**src/rtl/sy_ppl_lsu_stb_pkg.sv**
```systemverilog
// Shared types for the LSU store buffer: widths, access size, buffer entry, drain FSM states.
// Latency: n/a (types and a pure function only).
// Backpressure: n/a. size_to_be() is shared with the load unit for byte-enable generation.
package sy_ppl_lsu_stb_pkg;

  localparam int AWTH      = 40;
  localparam int DWTH      = 64;
  localparam int ROB_WTH   = 6;
  localparam int STB_DEPTH = 8;                  // power of two, >= 2
  localparam int STB_WTH   = $clog2(STB_DEPTH);  // pointers carry one extra wrap bit

  typedef enum logic [1:0] {
    BYTE  = 2'd0,
    HALF  = 2'd1,
    WORD  = 2'd2,
    DWORD = 2'd3
  } size_e;

  typedef struct packed {
    logic [AWTH-4:0]    line_addr;  // paddr[AWTH-1:3]
    logic [DWTH-1:0]    data;       // already shifted onto its byte lanes
    logic [7:0]         be;
    logic [ROB_WTH-1:0] rob_idx;
  } stb_entry_t;

  typedef enum logic {
    DRN_IDLE = 1'b0,
    DRN_REQ  = 1'b1
  } drn_state_e;

  // Byte enables of an aligned access of the given size at byte offset off.
  function automatic logic [7:0] size_to_be(input size_e size, input logic [2:0] off);
    logic [7:0] w_be;
    case (size)
      BYTE:    w_be = 8'h01;
      HALF:    w_be = 8'h03;
      WORD:    w_be = 8'h0F;
      default: w_be = 8'hFF;
    endcase
    return w_be << off;
  endfunction

endpackage

```
**src/rtl/sy_ppl_lsu_stb_if.sv**
```systemverilog
// Store-buffer bus bundle: store allocation, commit/flush, D-cache drain, status, optional load forwarding.
// Latency: n/a (wires only). Forwarding signals exist only when SY_STB_LD_FWD_EN is defined.
// Backpressure: stb_rdy_o stalls allocation; stb_dc_gnt_i stalls the drain request.
interface sy_ppl_lsu_stb_if;
  import sy_ppl_lsu_stb_pkg::*;

  logic               flush_i;
  logic               stb_vld_i;
  logic               stb_rdy_o;
  logic [AWTH-1:0]    stb_paddr_i;
  logic [DWTH-1:0]    stb_wdata_i;
  size_e              stb_size_i;
  logic [ROB_WTH-1:0] stb_rob_idx_i;
  logic               stb_commit_i;
  logic               stb_dc_req_o;
  logic               stb_dc_gnt_i;
  logic [AWTH-1:0]    stb_dc_paddr_o;
  logic [DWTH-1:0]    stb_dc_wdata_o;
  logic [7:0]         stb_dc_be_o;
  logic               stb_empty_o;
`ifdef SY_STB_LD_FWD_EN
  logic               ld_fwd_vld_i;
  logic [AWTH-1:0]    ld_fwd_paddr_i;
  logic [7:0]         ld_fwd_be_i;
  logic               ld_fwd_hit_o;
  logic               ld_fwd_stall_o;
  logic [DWTH-1:0]    ld_fwd_data_o;
`endif

  // slave: the store buffer; master: LSU / ROB / D-cache side.
  modport slave (
    input  flush_i, stb_vld_i, stb_paddr_i, stb_wdata_i, stb_size_i, stb_rob_idx_i,
    input  stb_commit_i, stb_dc_gnt_i,
    output stb_rdy_o, stb_dc_req_o, stb_dc_paddr_o, stb_dc_wdata_o, stb_dc_be_o, stb_empty_o
`ifdef SY_STB_LD_FWD_EN
    , input  ld_fwd_vld_i, ld_fwd_paddr_i, ld_fwd_be_i
    , output ld_fwd_hit_o, ld_fwd_stall_o, ld_fwd_data_o
`endif
  );

  modport master (
    output flush_i, stb_vld_i, stb_paddr_i, stb_wdata_i, stb_size_i, stb_rob_idx_i,
    output stb_commit_i, stb_dc_gnt_i,
    input  stb_rdy_o, stb_dc_req_o, stb_dc_paddr_o, stb_dc_wdata_o, stb_dc_be_o, stb_empty_o
`ifdef SY_STB_LD_FWD_EN
    , output ld_fwd_vld_i, ld_fwd_paddr_i, ld_fwd_be_i
    , input  ld_fwd_hit_o, ld_fwd_stall_o, ld_fwd_data_o
`endif
  );

endinterface

```
**src/rtl/sy_ppl_lsu_stb_fwd.sv**
```systemverilog
// Store-to-load forwarding: youngest overlapping valid entry decides hit (full cover) or stall (partial).
// Latency: combinational. Ports: i_mem/i_head/i_tail buffer state, i_ld_* load probe, o_hit/o_stall/o_data.
// Backpressure: none; o_stall tells the load to retry later.
module sy_ppl_lsu_stb_fwd
  import sy_ppl_lsu_stb_pkg::*;
(
  input  stb_entry_t       i_mem [STB_DEPTH],
  input  logic [STB_WTH:0] i_head,
  input  logic [STB_WTH:0] i_tail,
  input  logic             i_ld_vld,
  input  logic [AWTH-4:0]  i_ld_line,
  input  logic [7:0]       i_ld_be,
  output logic             o_hit,
  output logic             o_stall,
  output logic [DWTH-1:0]  o_data
);

  logic [STB_WTH:0]   w_cnt;
  logic [STB_WTH-1:0] w_idx;

  // Walk oldest to youngest; each later match overrides, so the youngest match wins.
  always_comb begin
    w_cnt   = i_tail - i_head;
    w_idx   = '0;
    o_hit   = 1'b0;
    o_stall = 1'b0;
    o_data  = '0;
    for (int k = 0; k < STB_DEPTH; k++) begin
      w_idx = i_head[STB_WTH-1:0] + STB_WTH'(k);
      if (i_ld_vld && (k < int'(w_cnt)) && (i_mem[w_idx].line_addr == i_ld_line) &&
          ((i_mem[w_idx].be & i_ld_be) != 8'h00)) begin
        if ((i_ld_be & ~i_mem[w_idx].be) == 8'h00) begin
          o_hit   = 1'b1;
          o_stall = 1'b0;
          o_data  = i_mem[w_idx].data;
        end else begin
          o_hit   = 1'b0;
          o_stall = 1'b1;
          o_data  = '0;
        end
      end
    end
  end

endmodule

```
**src/rtl/sy_ppl_lsu_stb.sv**
```systemverilog
// Store buffer: holds translated stores speculatively until ROB commit, then drains them in order to the D-cache.
// Latency: commit -> drain req 2 cycles; back-to-back drains one per cycle. Ports: clk_i, rst_i, bus (slave).
// Backpressure: stb_rdy_o low when full; drain req/payload held until stb_dc_gnt_i. Optional macro: SY_STB_LD_FWD_EN.
module sy_ppl_lsu_stb
  import sy_ppl_lsu_stb_pkg::*;
(
  input  logic             clk_i,
  input  logic             rst_i,
  sy_ppl_lsu_stb_if.slave  bus
);

  logic [STB_WTH:0] r_head;   // next to drain
  logic [STB_WTH:0] r_cmt;    // oldest uncommitted
  logic [STB_WTH:0] r_tail;   // next free slot
  stb_entry_t       r_mem [STB_DEPTH];
  drn_state_e       r_state;
  drn_state_e       w_state_nxt;

  logic             w_full;
  logic             w_alloc;
  logic             w_cmt_en;
  logic             w_gnt_en;
  logic [STB_WTH:0] w_cmt_nxt;
  logic [STB_WTH:0] w_head_inc;
  stb_entry_t       w_new;
  stb_entry_t       w_head_ent;
  logic             w_unused;

  // Status comes from registered pointers only, so vld never reaches rdy combinationally.
  assign w_full      = (r_head[STB_WTH-1:0] == r_tail[STB_WTH-1:0]) && (r_head[STB_WTH] != r_tail[STB_WTH]);
  assign bus.stb_rdy_o   = !w_full;
  assign bus.stb_empty_o = (r_head == r_tail);

  // A flush kills the store arriving in the same cycle.
  assign w_alloc    = bus.stb_vld_i && !w_full && !bus.flush_i;
  assign w_cmt_en   = bus.stb_commit_i && (r_cmt != r_tail);
  assign w_cmt_nxt  = w_cmt_en ? r_cmt + 1'b1 : r_cmt;
  assign w_head_inc = r_head + 1'b1;
  assign w_gnt_en   = (r_state == DRN_REQ) && bus.stb_dc_gnt_i;

  always_comb begin
    w_new           = '0;
    w_new.line_addr = bus.stb_paddr_i[AWTH-1:3];
    w_new.data      = bus.stb_wdata_i << {bus.stb_paddr_i[2:0], 3'b000};
    w_new.be        = size_to_be(bus.stb_size_i, bus.stb_paddr_i[2:0]);
    w_new.rob_idx   = bus.stb_rob_idx_i;
  end

  always_ff @(posedge clk_i) begin
    if (rst_i) begin
      r_head <= '0;
      r_cmt  <= '0;
      r_tail <= '0;
    end else begin
      if (w_gnt_en) r_head <= w_head_inc;
      r_cmt <= w_cmt_nxt;
      // Flush rolls tail back to the post-commit cmt; committed entries survive.
      if (bus.flush_i)  r_tail <= w_cmt_nxt;
      else if (w_alloc) r_tail <= r_tail + 1'b1;
    end
  end

  // Storage needs no reset: validity is defined purely by the pointers.
  always_ff @(posedge clk_i) begin
    if (w_alloc) r_mem[r_tail[STB_WTH-1:0]] <= w_new;
  end

  // Drain FSM: state register
  always_ff @(posedge clk_i) begin
    if (rst_i) r_state <= DRN_IDLE;
    else       r_state <= w_state_nxt;
  end

  // Drain FSM: next state
  always_comb begin
    w_state_nxt = r_state;
    case (r_state)
      DRN_IDLE: if (r_head != r_cmt) w_state_nxt = DRN_REQ;
      DRN_REQ:  if (bus.stb_dc_gnt_i && (w_head_inc == r_cmt)) w_state_nxt = DRN_IDLE;
      default:  w_state_nxt = DRN_IDLE;
    endcase
  end

  // Drain FSM: outputs. The head slot is never rewritten while occupied, so payload is stable in REQ.
  always_comb begin
    w_head_ent         = r_mem[r_head[STB_WTH-1:0]];
    bus.stb_dc_req_o   = 1'b0;
    bus.stb_dc_paddr_o = '0;
    bus.stb_dc_wdata_o = '0;
    bus.stb_dc_be_o    = '0;
    if (r_state == DRN_REQ) begin
      bus.stb_dc_req_o   = 1'b1;
      bus.stb_dc_paddr_o = {w_head_ent.line_addr, 3'b000};
      bus.stb_dc_wdata_o = w_head_ent.data;
      bus.stb_dc_be_o    = w_head_ent.be;
    end
  end

`ifdef SY_STB_LD_FWD_EN
  sy_ppl_lsu_stb_fwd u_fwd (
    .i_mem     (r_mem),
    .i_head    (r_head),
    .i_tail    (r_tail),
    .i_ld_vld  (bus.ld_fwd_vld_i),
    .i_ld_line (bus.ld_fwd_paddr_i[AWTH-1:3]),
    .i_ld_be   (bus.ld_fwd_be_i),
    .o_hit     (bus.ld_fwd_hit_o),
    .o_stall   (bus.ld_fwd_stall_o),
    .o_data    (bus.ld_fwd_data_o)
  );
  assign w_unused = ^{w_head_ent.rob_idx, bus.ld_fwd_paddr_i[2:0]};
`else
  // rob_idx travels with the entry for debug/ordering but is not needed by the drain port.
  assign w_unused = ^w_head_ent.rob_idx;
`endif

  // Committing with nothing speculative left is an upstream bug.
  a_commit_legal: assert property (@(posedge clk_i) disable iff (rst_i)
    !(bus.stb_commit_i && (r_cmt == r_tail)));

endmodule

```
**src/flat_wrapper.sv**
```systemverilog
// flat-port wrapper written by rule: the top's interface ports become plain ports
module sy_ppl_lsu_stb_flat import sy_ppl_lsu_stb_pkg::*;
  (clk_i, rst_i, bus_flush_i, bus_stb_vld_i, bus_stb_paddr_i, bus_stb_wdata_i, bus_stb_size_i, bus_stb_rob_idx_i, bus_stb_commit_i, bus_stb_dc_gnt_i, bus_stb_rdy_o, bus_stb_dc_req_o, bus_stb_dc_paddr_o, bus_stb_dc_wdata_o, bus_stb_dc_be_o, bus_stb_empty_o);
  sy_ppl_lsu_stb_if bus_i ();
  input  logic clk_i;
  input  logic rst_i;
  input wire logic [$bits(bus_i.flush_i)-1:0] bus_flush_i;
  input wire logic [$bits(bus_i.stb_vld_i)-1:0] bus_stb_vld_i;
  input wire logic [$bits(bus_i.stb_paddr_i)-1:0] bus_stb_paddr_i;
  input wire logic [$bits(bus_i.stb_wdata_i)-1:0] bus_stb_wdata_i;
  input wire logic [$bits(bus_i.stb_size_i)-1:0] bus_stb_size_i;
  input wire logic [$bits(bus_i.stb_rob_idx_i)-1:0] bus_stb_rob_idx_i;
  input wire logic [$bits(bus_i.stb_commit_i)-1:0] bus_stb_commit_i;
  input wire logic [$bits(bus_i.stb_dc_gnt_i)-1:0] bus_stb_dc_gnt_i;
  output wire logic [$bits(bus_i.stb_rdy_o)-1:0] bus_stb_rdy_o;
  output wire logic [$bits(bus_i.stb_dc_req_o)-1:0] bus_stb_dc_req_o;
  output wire logic [$bits(bus_i.stb_dc_paddr_o)-1:0] bus_stb_dc_paddr_o;
  output wire logic [$bits(bus_i.stb_dc_wdata_o)-1:0] bus_stb_dc_wdata_o;
  output wire logic [$bits(bus_i.stb_dc_be_o)-1:0] bus_stb_dc_be_o;
  output wire logic [$bits(bus_i.stb_empty_o)-1:0] bus_stb_empty_o;
  assign bus_i.flush_i = bus_flush_i;
  assign bus_i.stb_vld_i = bus_stb_vld_i;
  assign bus_i.stb_paddr_i = bus_stb_paddr_i;
  assign bus_i.stb_wdata_i = bus_stb_wdata_i;
  assign bus_i.stb_size_i = bus_stb_size_i;
  assign bus_i.stb_rob_idx_i = bus_stb_rob_idx_i;
  assign bus_i.stb_commit_i = bus_stb_commit_i;
  assign bus_i.stb_dc_gnt_i = bus_stb_dc_gnt_i;
  assign bus_stb_rdy_o = bus_i.stb_rdy_o;
  assign bus_stb_dc_req_o = bus_i.stb_dc_req_o;
  assign bus_stb_dc_paddr_o = bus_i.stb_dc_paddr_o;
  assign bus_stb_dc_wdata_o = bus_i.stb_dc_wdata_o;
  assign bus_stb_dc_be_o = bus_i.stb_dc_be_o;
  assign bus_stb_empty_o = bus_i.stb_empty_o;
  sy_ppl_lsu_stb u_core (.clk_i(clk_i), .rst_i(rst_i), .bus(bus_i));
endmodule
```
**config.mk**
```make
export PLATFORM = sky130hd
export DESIGN_NAME = sy_ppl_lsu_stb_flat
export DESIGN_NICKNAME = d
export VERILOG_FILES = /design/src/rtl/sy_ppl_lsu_stb_pkg.sv /design/src/rtl/sy_ppl_lsu_stb_if.sv /design/src/rtl/sy_ppl_lsu_stb_fwd.sv /design/src/rtl/sy_ppl_lsu_stb.sv /design/src/flat_wrapper.sv
export SDC_FILE = /design/constraint.sdc
export NUM_CORES = 1
export LEC_CHECK = 0
export ABC_AREA = 0
export BUFFER_PORTS_ARGS = -buffer_cell sky130_fd_sc_hd__buf_2
export CORE_MARGIN = 3
export CORE_UTILIZATION = 35
export DETAILED_ROUTE_END_ITERATION = 7
export GPL_TIMING_DRIVEN = 0
export SETUP_SLACK_MARGIN = 0.2
export SLEW_MARGIN = 20
export SYNTH_ARGS = -nofsm -noshare
export SYNTH_HDL_FRONTEND = slang
export SYNTH_SLANG_ARGS = --single-unit
```
**constraint.sdc**
```tcl
create_clock -name clk_i -period 26.7 [get_ports clk_i]
set_input_delay 1.335 -clock clk_i [delete_from_list [all_inputs] [get_ports clk_i]]
set_output_delay 1.335 -clock clk_i [all_outputs]
set_load 0.02 [all_outputs]
```
==> metrics, run 1 <==
Die W=327 um; CTS H-tree depth=3; Final min period=4670 ps; Std-Cell Rows=117; Final Hold Viols=0; Mapped Cells=between 1500 and 2000; WP data required=between 20000 and 30000 ps; final period utilization=about 17%; Worst Setup End Kind=output port; initial antenna violation count=6; Max stage delay on crit path=between 500 and 600 ps; Via-to-Cell Ratio=about 5.1; Iter 0 DRT Violations=about 1800; GP Congestion=around 0.9; combined area of the multi-input logic cells=between 9000 and 10000 um2; worst-path maximum fanout=11; io pins=around 230; first-pass GRT wire length=roughly 140000 um; Power Dens Cells=79.0 nW/um2; CP max stage cell=clkbuf_2; fmax=approximately 0.21 GHz; overall routing resource usage=between 15 and 20%; Hold Slack=573 ps; top_reg_cell synth=edfxtp_1; status=finished, final reports clean; worst reg-to-reg setup slack=roughly 23000 ps; Total Power=3.41 mW; Synth-to-Final Area Change=20.0%; Distinct cells, synth=52; residual overflow from global routing=0; HPWL after DPL=between 60000 and 70000 um; synthesized flop and latch total=888; synth warn=0; number of I/O port buffers=approximately 220; max-slew violations=0; Critical Path Source Type=flip-flop; TritonCTS clock tree=yes; post-CTS setup buffer count=0; Stages on worst setup path=7; dpl cells=between 3000 and 4000; Max Buffers Root-to-Sink=3; share of cells above drive strength 1=34.5%; first-pass iteration count of the detailed router=5; Post-CTS Hold Buffers=0; vias in the first global route=20000; RSZ-0062 raised after global routing=false; initial core utilization=a little over a third; hold-critical path depth=2; Layout Skew=between 20 and 30 ps; Non-Filler Instances=between 3000 and 4000; remaining antenna violation count=0; TNS Setup=0 ps; Post-synth EDFFs=872; Final setup viols=0; commonest non-fill, non-tap cell in the layout=edfxtp_1; Remaining DRCs=0; Post-CTS Resized=0; Synth area leaders=edfxtp_1 (73%), mux4_2 (14%), mux2i_1 (4.5%); average cell area after synthesis=20.1 um2; Peak VDD IR=0.0463 mV; Layout fillers=9051; Routed WL=93800 um; Max Cap Viol=0; Async SR Flop Fraction=0%; leading area contributor after synthesis=edfxtp_1; Syn Std Cell Area=~36000 um2; Crit path arrival time=3330 ps; largest net degree at the start of global routing=31; clk sink count=between 800 and 900; most frequent cells in the layout=edfxtp_1 (872), buf_2 (285), mux4_2 (218), mux2i_1 (163), nor2b_1 (117); Max-slew headroom=~18%; CP Cell Sequence=buf_2, clkbuf_2, buf_2, mux4_2, mux2i_1, nor2b_1, buf_2; fin nets=between 2000 and 2500; Tightest Pin Transition=around 1200 ps; CTS root buffer=clkbuf_16; Worst Path Buf+Inv=4; most used cell, CP=buf_2; Reg2Reg Depth=12; Largest delay share family, worst path=buffers and inverters; CTS buffer count=slightly below 100; clk slew on worst S/H paths=60 ps; Die ar.=~110000 um2; Core Region=102000 um2; sequential cell area fraction in the yosys report=between 70% and 80%; Lkg Pwr=around 14 nW; share of the synthesized area in the top cell type=around 73%; WL per Instance=roughly 25 um; DIE HEIGHT=around 330 um; DR vias=19000; register area=about 27000 um2; crit path kind=reg2out; clk_lat worst skew=660 ps; Hold Crit Class=reg2reg
[through the flow]
step / area (um2) / utilization [%] / setup WS, ps
finish: 43200 / 42.4 / 22030
detailed placement: 40100 / 39.3 / 22300
global placement: 38800 / 38.1 / 1400
floorplan: 36000 / - / 13910
global route: 43200 / 42.4 / 21830
CTS: 43200 / 42.4 / 21820
[worst register-to-register path: stages (launching register included)]
cell     delay [ps]
dfxtp_1         340
buf_2           280
xnor2_1         160
nand4_1         180
nand4_1         320
nor3b_2         650
buf_6           240
buf_4           210
buf_4           220
buf_4           220
buf_6           170
buf_4           180
buf_6           160
[state kept, by name (all words and copies together) (netlist names), named ones only]
register        count
u_core.r_head       4
u_core.r_tail       4
u_core.r_state      1
u_core.r_mem      872
u_core.r_cmt        4
[logic make-up after synthesis]
logic type,after synthesis,synth area share (%)
compound gates,109,1.85
xor+xnor,22,0.556
other cells,1,0.0104
fa+ha+maj,3,0.104
flops,888,73.6
mux,397,18.7
simple gates,239,3.58
buf+inv,133,1.64
[synthesized netlist by cell type, types with 16 or more instances]
library cell	n
mux2i_1	163
nor2_1	54
nand2_1	24
a21oi_1	23
o21ai_0	35
dfxtp_1	16
edfxtp_1	872
mux2_2	16
buf_1	18
mux4_2	218
o22ai_1	17
nor2b_1	117
buf_2	49
clkbuf_1	44
[power breakdown]
group          switching, mW  total [mW]  internal [mW]
sequential           0.00836        1.58           1.57
clock                  0.534        1.29          0.757
combinational          0.324       0.543          0.219
[layer usage]
metal / global-route usage [%] / vias up / share of wire (%)
met4: 4.77 / 2 / 2.3
met5: 0 / - / 0.021
met2: 28.7 / 666 / 48
met1: 24.2 / 9968 / 43
li1: - / 8219 / -
met3: 3.04 / 145 / 5.8
[path summary, 6_finish.rpt]
| kind | startpoint | endpoint |
|---|---|---|
| worst max-delay path | flip-flop | bus_stb_dc_wdata_o[60] |
| worst min-delay path | u_core.r_head[3] | u_core.r_head[3] |
| worst max register to register | u_core.r_tail[1] | u_core.r_mem[5][61] |
| worst min register to register | u_core.r_head[3] | u_core.r_head[3] |
[area by class of cell]
type / instances / area share, %
Clock buffer: 126 / 6.04
Tap cell: 1368 / 3.96
Clock inverter: 52 / 1.11
Antenna cell: 3 / 0.0174
Buffer: 118 / 1.24
Multi-Input combinational cell: 773 / 20.9
Timing Repair Buffer: 348 / 5.28
Sequential cell: 888 / 61.3
Inverter: 15 / 0.130
No activity file was read; power rests on OpenSTA's default activity.
==> run 2, diff against run 1 <==
==> constraint.sdc (replaced) <==
create_clock -name clk_i -period 4.65 [get_ports clk_i]
set_input_delay 0.2325 -clock clk_i [delete_from_list [all_inputs] [get_ports clk_i]]
set_output_delay 0.2325 -clock clk_i [all_outputs]
set_load 0.02 [all_outputs]
==> run 2 against run 1 <==
  * Non-clock buffer count shrank 4
  * Clock power grew to 5.4 times the previous value
  * Cell area grew 0.46%
  * Critical endpoint unchanged
  * Register-to-register slack worse by 22000 ps
==> metrics, run 2 (synthesis gave the netlist of run 1 again) <==
remaining antenna violation count=0; most frequent cells in the layout=edfxtp_1 (872), buf_2 (266), mux4_2 (218), mux2i_1 (163), nor2b_1 (117); TritonCTS clock tree=yes; Remaining DRCs=0; RSZ-0062 raised after global routing=false; Tightest Pin Transition=approximately 1200 ps; most used cell, CP=buf_2; FF-to-FF Start=u_core.r_tail[2]; first-pass iteration count of the detailed router=7; crit path kind=reg2out; Min-Delay Startpoint=bus_stb_wdata_i[4]; first-pass GRT wire length=~140000 um; io pins=around 230; Reg-to-Reg End=u_core.r_mem[6][37]; final period utilization=about four fifths; Peak VDD IR=0.296 mV; overall routing resource usage=18.2%; Power Dens Cells=444 nW/um2; max-slew violations=0; vias in the first global route=approximately 20000; DIE HEIGHT=around 330 um; Worst Setup End Kind=output port; status=finished, final reports clean; fmax=roughly 0.27 GHz; combined area of the multi-input logic cells=around 9000 um2; Layout fillers=8978; clk slew on worst S/H paths=around 60 ps; Non-Filler Instances=roughly 3700; clk sink count=888; Reg2Reg Depth=8; HPWL after DPL=approximately 67000 um; CTS buffer count=92; Layout Skew=roughly 18 ps; worst-path maximum fanout=10; Max-slew headroom=between 20% and 30%; CP max stage cell=clkbuf_2; Ant. Diodes=0; fin nets=between 2000 and 2500; CTS root buffer=clkbuf_16; Crit path arrival time=~3500 ps; WP data required=around 4400 ps; Die W=327 um; Critical Path Source Type=flip-flop; initial core utilization=between 30 and 40%; design area=between 40000 and 50000 um2; hold endpoint=u_core.r_mem[2][18]; share of cells above drive strength 1=32.3%; Synth-to-Final Area Change=20.6%; Final setup viols=0; largest net degree at the start of global routing=36; Hold Crit Class=in2reg; Max stage delay on crit path=570 ps; Largest delay share family, worst path=buffers and inverters; Via-to-Cell Ratio=roughly 5.3; Post-CTS Hold Buffers=a little over 40; Post-CTS Resized=0; post-CTS setup buffer count=0; max reg flops=872; Lkg Pwr=around 14 nW; GP Congestion=about 0.90; register area=~27000 um2; DR vias=19300; CP Cell Sequence=buf_2, clkbuf_2, buf_2, mux4_2, mux2i_1, nor2b_1, buf_2; Iter 0 DRT Violations=between 2000 and 2500; CTS H-tree depth=3; Final min period=3740 ps; initial antenna violation count=8; fin util=between 40% and 50%; worst reg-to-reg setup slack=~1400 ps; clk_lat worst skew=640 ps; placed cell areas=40100 um2; Std-Cell Rows=117; Routed WL=97500 um; number of I/O port buffers=roughly 220; Max Cap Viol=0; Final Hold Viols=0; Worst Path Buf+Inv=4; Core Region=approximately 100000 um2; Max Buffers Root-to-Sink=3; Total Power=just under 20 mW; commonest non-fill, non-tap cell in the layout=edfxtp_1; WL per Instance=26.6 um; dpl cells=approximately 3500; hold-critical path depth=3; Die ar.=between 100000 and 150000 um2; residual overflow from global routing=0
## run 2: how the worst max path moves through the flow
stage / slack, ps / end / cells past startpoint
global placement: -6420 / u_core.r_mem[0][24] / 5
CTS: 880 / bus_stb_dc_wdata_o[60] / 7
detailed placement: 1350 / u_core.r_mem[6][26] / 8
global route: 760 / bus_stb_dc_wdata_o[59] / 7
finish: 910 / bus_stb_dc_wdata_o[60] / 7
floorplan: -1270 / u_core.r_mem[1][100] / 5
## run 2: worst register-to-register path: cells and delay by family (launching register included)
kind	cells	cell delay, ps
DFF	1	470
and+or+nand+nor	2	900
buffers and inverters	6	1620
## run 2: layout make-up
cell class | count | share of cell area, %
clock inverter | 57 | 1.15
sequential | 888 | 61.1
tap | 1368 | 3.94
multi-input combinational | 773 | 20.8
clock buffer | 107 | 5.43
buffer | 118 | 1.26
inverter | 15 | 0.130
timing repair buffer | 344 | 6.23
## run 2: power by group
group	total, mW	switching [mW]	leakage [nW]	internal [mW]
Clock	7.01	2.99	1.40	4.02
Sequential	9.07	0.0466	8.09	9.02
Combinational	3.21	1.91	4.69	1.30
## run 2: per-layer routing
metal | up-vias | track usage (%) | share of wire, %
met5 | - | 0 | 0
met4 | 0 | 3.96 | 2.2
met3 | 127 | 3.71 | 6.8
met2 | 716 | 29.4 | 48
met1 | 10300 | 25.7 | 43
li1 | 8182 | - | -
## run 2: per-stage QoR
stage / setup WS [ps] / hold slack [ps] / setup TNS [ps]
final: 915 / 171 / 0
after global routing: 763 / 145 / 0
after CTS: 878 / 103 / 0
after detailed placement: 1350 / 506 / 0
after global placement: -6420 / 488 / -3887020
after floorplan: -1270 / 311 / -442840
==> run 3, diff against run 2 <==
--- a/config.mk
+++ b/config.mk
@@ -5,7 +5,7 @@
 export SDC_FILE = /design/constraint.sdc
 export NUM_CORES = 1
 export LEC_CHECK = 0
-export ABC_AREA = 0
+export ABC_AREA = 1
 export BUFFER_PORTS_ARGS = -buffer_cell sky130_fd_sc_hd__buf_2
 export CORE_MARGIN = 3
 export CORE_UTILIZATION = 35
==> constraint.sdc (replaced) <==
create_clock -name clk_i -period 3.62 [get_ports clk_i]
set_input_delay 0.181 -clock clk_i [delete_from_list [all_inputs] [get_ports clk_i]]
set_output_delay 0.181 -clock clk_i [all_outputs]
set_load 0.02 [all_outputs]
==> run 3 against run 2 <==
  * Wire length is 14% higher
  * Utilization hardly changed
  * Sequential power is 29% higher
  * Critical endpoint is now bus_stb_dc_wdata_o[26]
==> metrics, run 3 <==
Total Power=around 26 mW; max reg flops=872; initial core utilization=a little over a third; TNS Setup=0 ps; fin nets=3528; GP Congestion=~0.9; residual overflow from global routing=0; commonest non-fill, non-tap cell in the layout=edfxtp_1; final period utilization=about nine tenths; Die W=approximately 330 um; Non-Filler Instances=4841; share of the synthesized area in the top cell type=between 70% and 80%; CTS root buffer=clkbuf_16; Layout Skew=slightly above 20 ps; Max Buffers Root-to-Sink=3; Via-to-Cell Ratio=roughly 5.3; Post-synth EDFFs=872; most frequent cells in the layout=edfxtp_1 (872), nor2_1 (709), o21ai_0 (491), buf_2 (276), nand2_1 (167); Synth area leaders=edfxtp_1 (72%), nor2_1 (7.4%), o21ai_0 (7.1%); clk_lat worst skew=approximately 640 ps; Iter 0 DRT Violations=about 3000; Max Cap Viol=0; WL per Instance=22.9 um; Worst Setup End Kind=output port; overall routing resource usage=about a fifth; vias in the first global route=roughly 24000; average cell area after synthesis=12.1 um2; CTS H-tree depth=3; Std-Cell Rows=between 100 and 150; dpl cells=~4600; first-pass iteration count of the detailed router=6; synth warn=0; Ant. Diodes=0; HPWL after DPL=between 70000 and 80000 um; most frequent cells after synthesis=edfxtp_1 (872), nor2_1 (716), o21ai_0 (513); met3 Track Usage GR=between 3 and 4%; count leader, synth=edfxtp_1; Hold Crit Class=in2reg; WP data required=roughly 3400 ps; FF-to-FF Start=u_core.r_tail[3]; sequential cell area fraction in the yosys report=73.1%; Core Region=roughly 100000 um2; fmax=just over 0.3 GHz; TritonCTS clock tree=yes; DR vias=about 26000; post-CTS setup buffer count=0; Tightest Pin Transition=~1100 ps; number of I/O port buffers=between 200 and 250; final setup margin=~310 ps; register area=~27000 um2; Crit path arrival time=between 3000 and 4000 ps; Max-slew headroom=approximately 24%; Critical Path Source Type=flip-flop; Final setup viols=0; Post-Place Setup Slack=344 ps; Final min period=between 3000 and 4000 ps; initial antenna violation count=5; grt met2 use=32.1%; Final Hold Viols=0; clk slew on worst S/H paths=60 ps; io pins=233; Min-Delay Startpoint=bus_stb_vld_i; Synth-to-Final Area Change=20.2%; DIE HEIGHT=328 um; first-pass GRT wire length=160000 um; CTS buffer count=90; worst-path maximum fanout=10; Hold Slack=80.1 ps; remaining antenna violation count=0; CP max stage cell=a31oi_1; most used cell, CP=buf_6; Peak VDD IR=between 0.3 and 0.4 mV; Async SR Flop Fraction=0%; top_reg_cell synth=edfxtp_1; combined area of the multi-input logic cells=between 8000 and 9000 um2; largest net degree at the start of global routing=24; GR peak layer=met2; Mapped Cells=about 3000; RSZ-0062 raised after global routing=false; Lkg Pwr=between 15 and 20 nW; met1 Track Usage GR=28.3%; Remaining DRCs=0; leading area contributor after synthesis=edfxtp_1; Distinct cells, synth=27; Max stage delay on crit path=between 400 and 500 ps; crit path kind=reg2out; CP Cell Sequence=buf_4, buf_6, buf_6, buf_6, nor2_1, nor2_1, o21ai_1, a31oi_1, buf_2; status=finished, final reports clean; synthesized flop and latch total=between 800 and 900; max-slew violations=0; Die ar.=~110000 um2; Layout fillers=about 9400; Power Dens Cells=595 nW/um2; Syn Std Cell Area=approximately 36000 um2; Routed WL=111000 um; share of cells above drive strength 1=between 10 and 15%; clk sink count=between 800 and 900
==> run 3: stage by stage <==
step | area [um2] | utilization [%]
after global placement | 39200 | 38.3
after detailed placement | 40300 | 39.3
after global routing | 43600 | 42.6
final | 43600 | 42.6
after floorplan | 36300 | -
after CTS | 43500 | 42.5
==> run 3: report_power, final <==
group	switching, mW	internal [mW]	total (mW)
logic	3.79	1.45	5.24
clock network	3.82	5.17	8.99
registers	0.0841	11.6	11.7
==> run 3: repair_timing <==
action                                  4_1_cts  5_1_grt
gates resized for setup                       8       15
gates cloned                                  0        0
endpoints found under the setup margin       86       12
hold buffers                                 42        0
hold endpoints to repair                    306        0
pin swaps                                     1        0
==> run 3: cells by family (layout without fill, tap and decap cells) <==
kind of cell / Yosys count / count (layout) / share of synthesized area (%)
mux: 19 / 19 / 0.524
other cells: 1 / 3 / 0.0103
xor+xnor: 7 / 7 / 0.169
fa+ha+maj: 3 / 3 / 0.103
compound gates: 870 / 870 / 12.9
simple gates: 938 / 938 / 9.92
flops: 888 / 888 / 73.1
buf+inv: 273 / 745 / 3.35
==> run 3: per-layer routing <==
layer / up-vias / part of all wire [%]
met5: - / 0.012
met4: 2 / 2.6
met3: 164 / 8.8
met2: 1181 / 47
met1: 12500 / 42
li1: 11700 / -
==> run 3: layout make-up <==
| cell class | instances | area share (%) |
|---|---|---|
| Buffer | 214 | 2.31 |
| Clock buffer | 105 | 5.44 |
| Sequential cell | 888 | 60.8 |
| Inverter | 59 | 0.514 |
| Multi-Input combinational cell | 1840 | 20.0 |
| Timing Repair Buffer | 314 | 5.96 |
| Tap cell | 1368 | 3.93 |
| Clock inverter | 53 | 1.03 |
==> run 3: critical path: cells and delay by family (launching register included) <==
family	cells	cell delay (ps)
flip-flops	1	440
buffers and inverters	5	1330
AND/OR/NAND/NOR	2	150
AO/OA/AOI/OAI	2	550
==> run 3: path summary, 6_finish.rpt <==
kind / slack (ps) / end / cells past startpoint
setup / recovery: 310 / bus_stb_dc_wdata_o[26] / 9
hold / removal: 80 / u_core.r_tail[0] / 6
setup reg to reg: 540 / u_core.r_mem[4][25] / 9
hold reg to reg: 560 / u_core.r_head[3] / 3
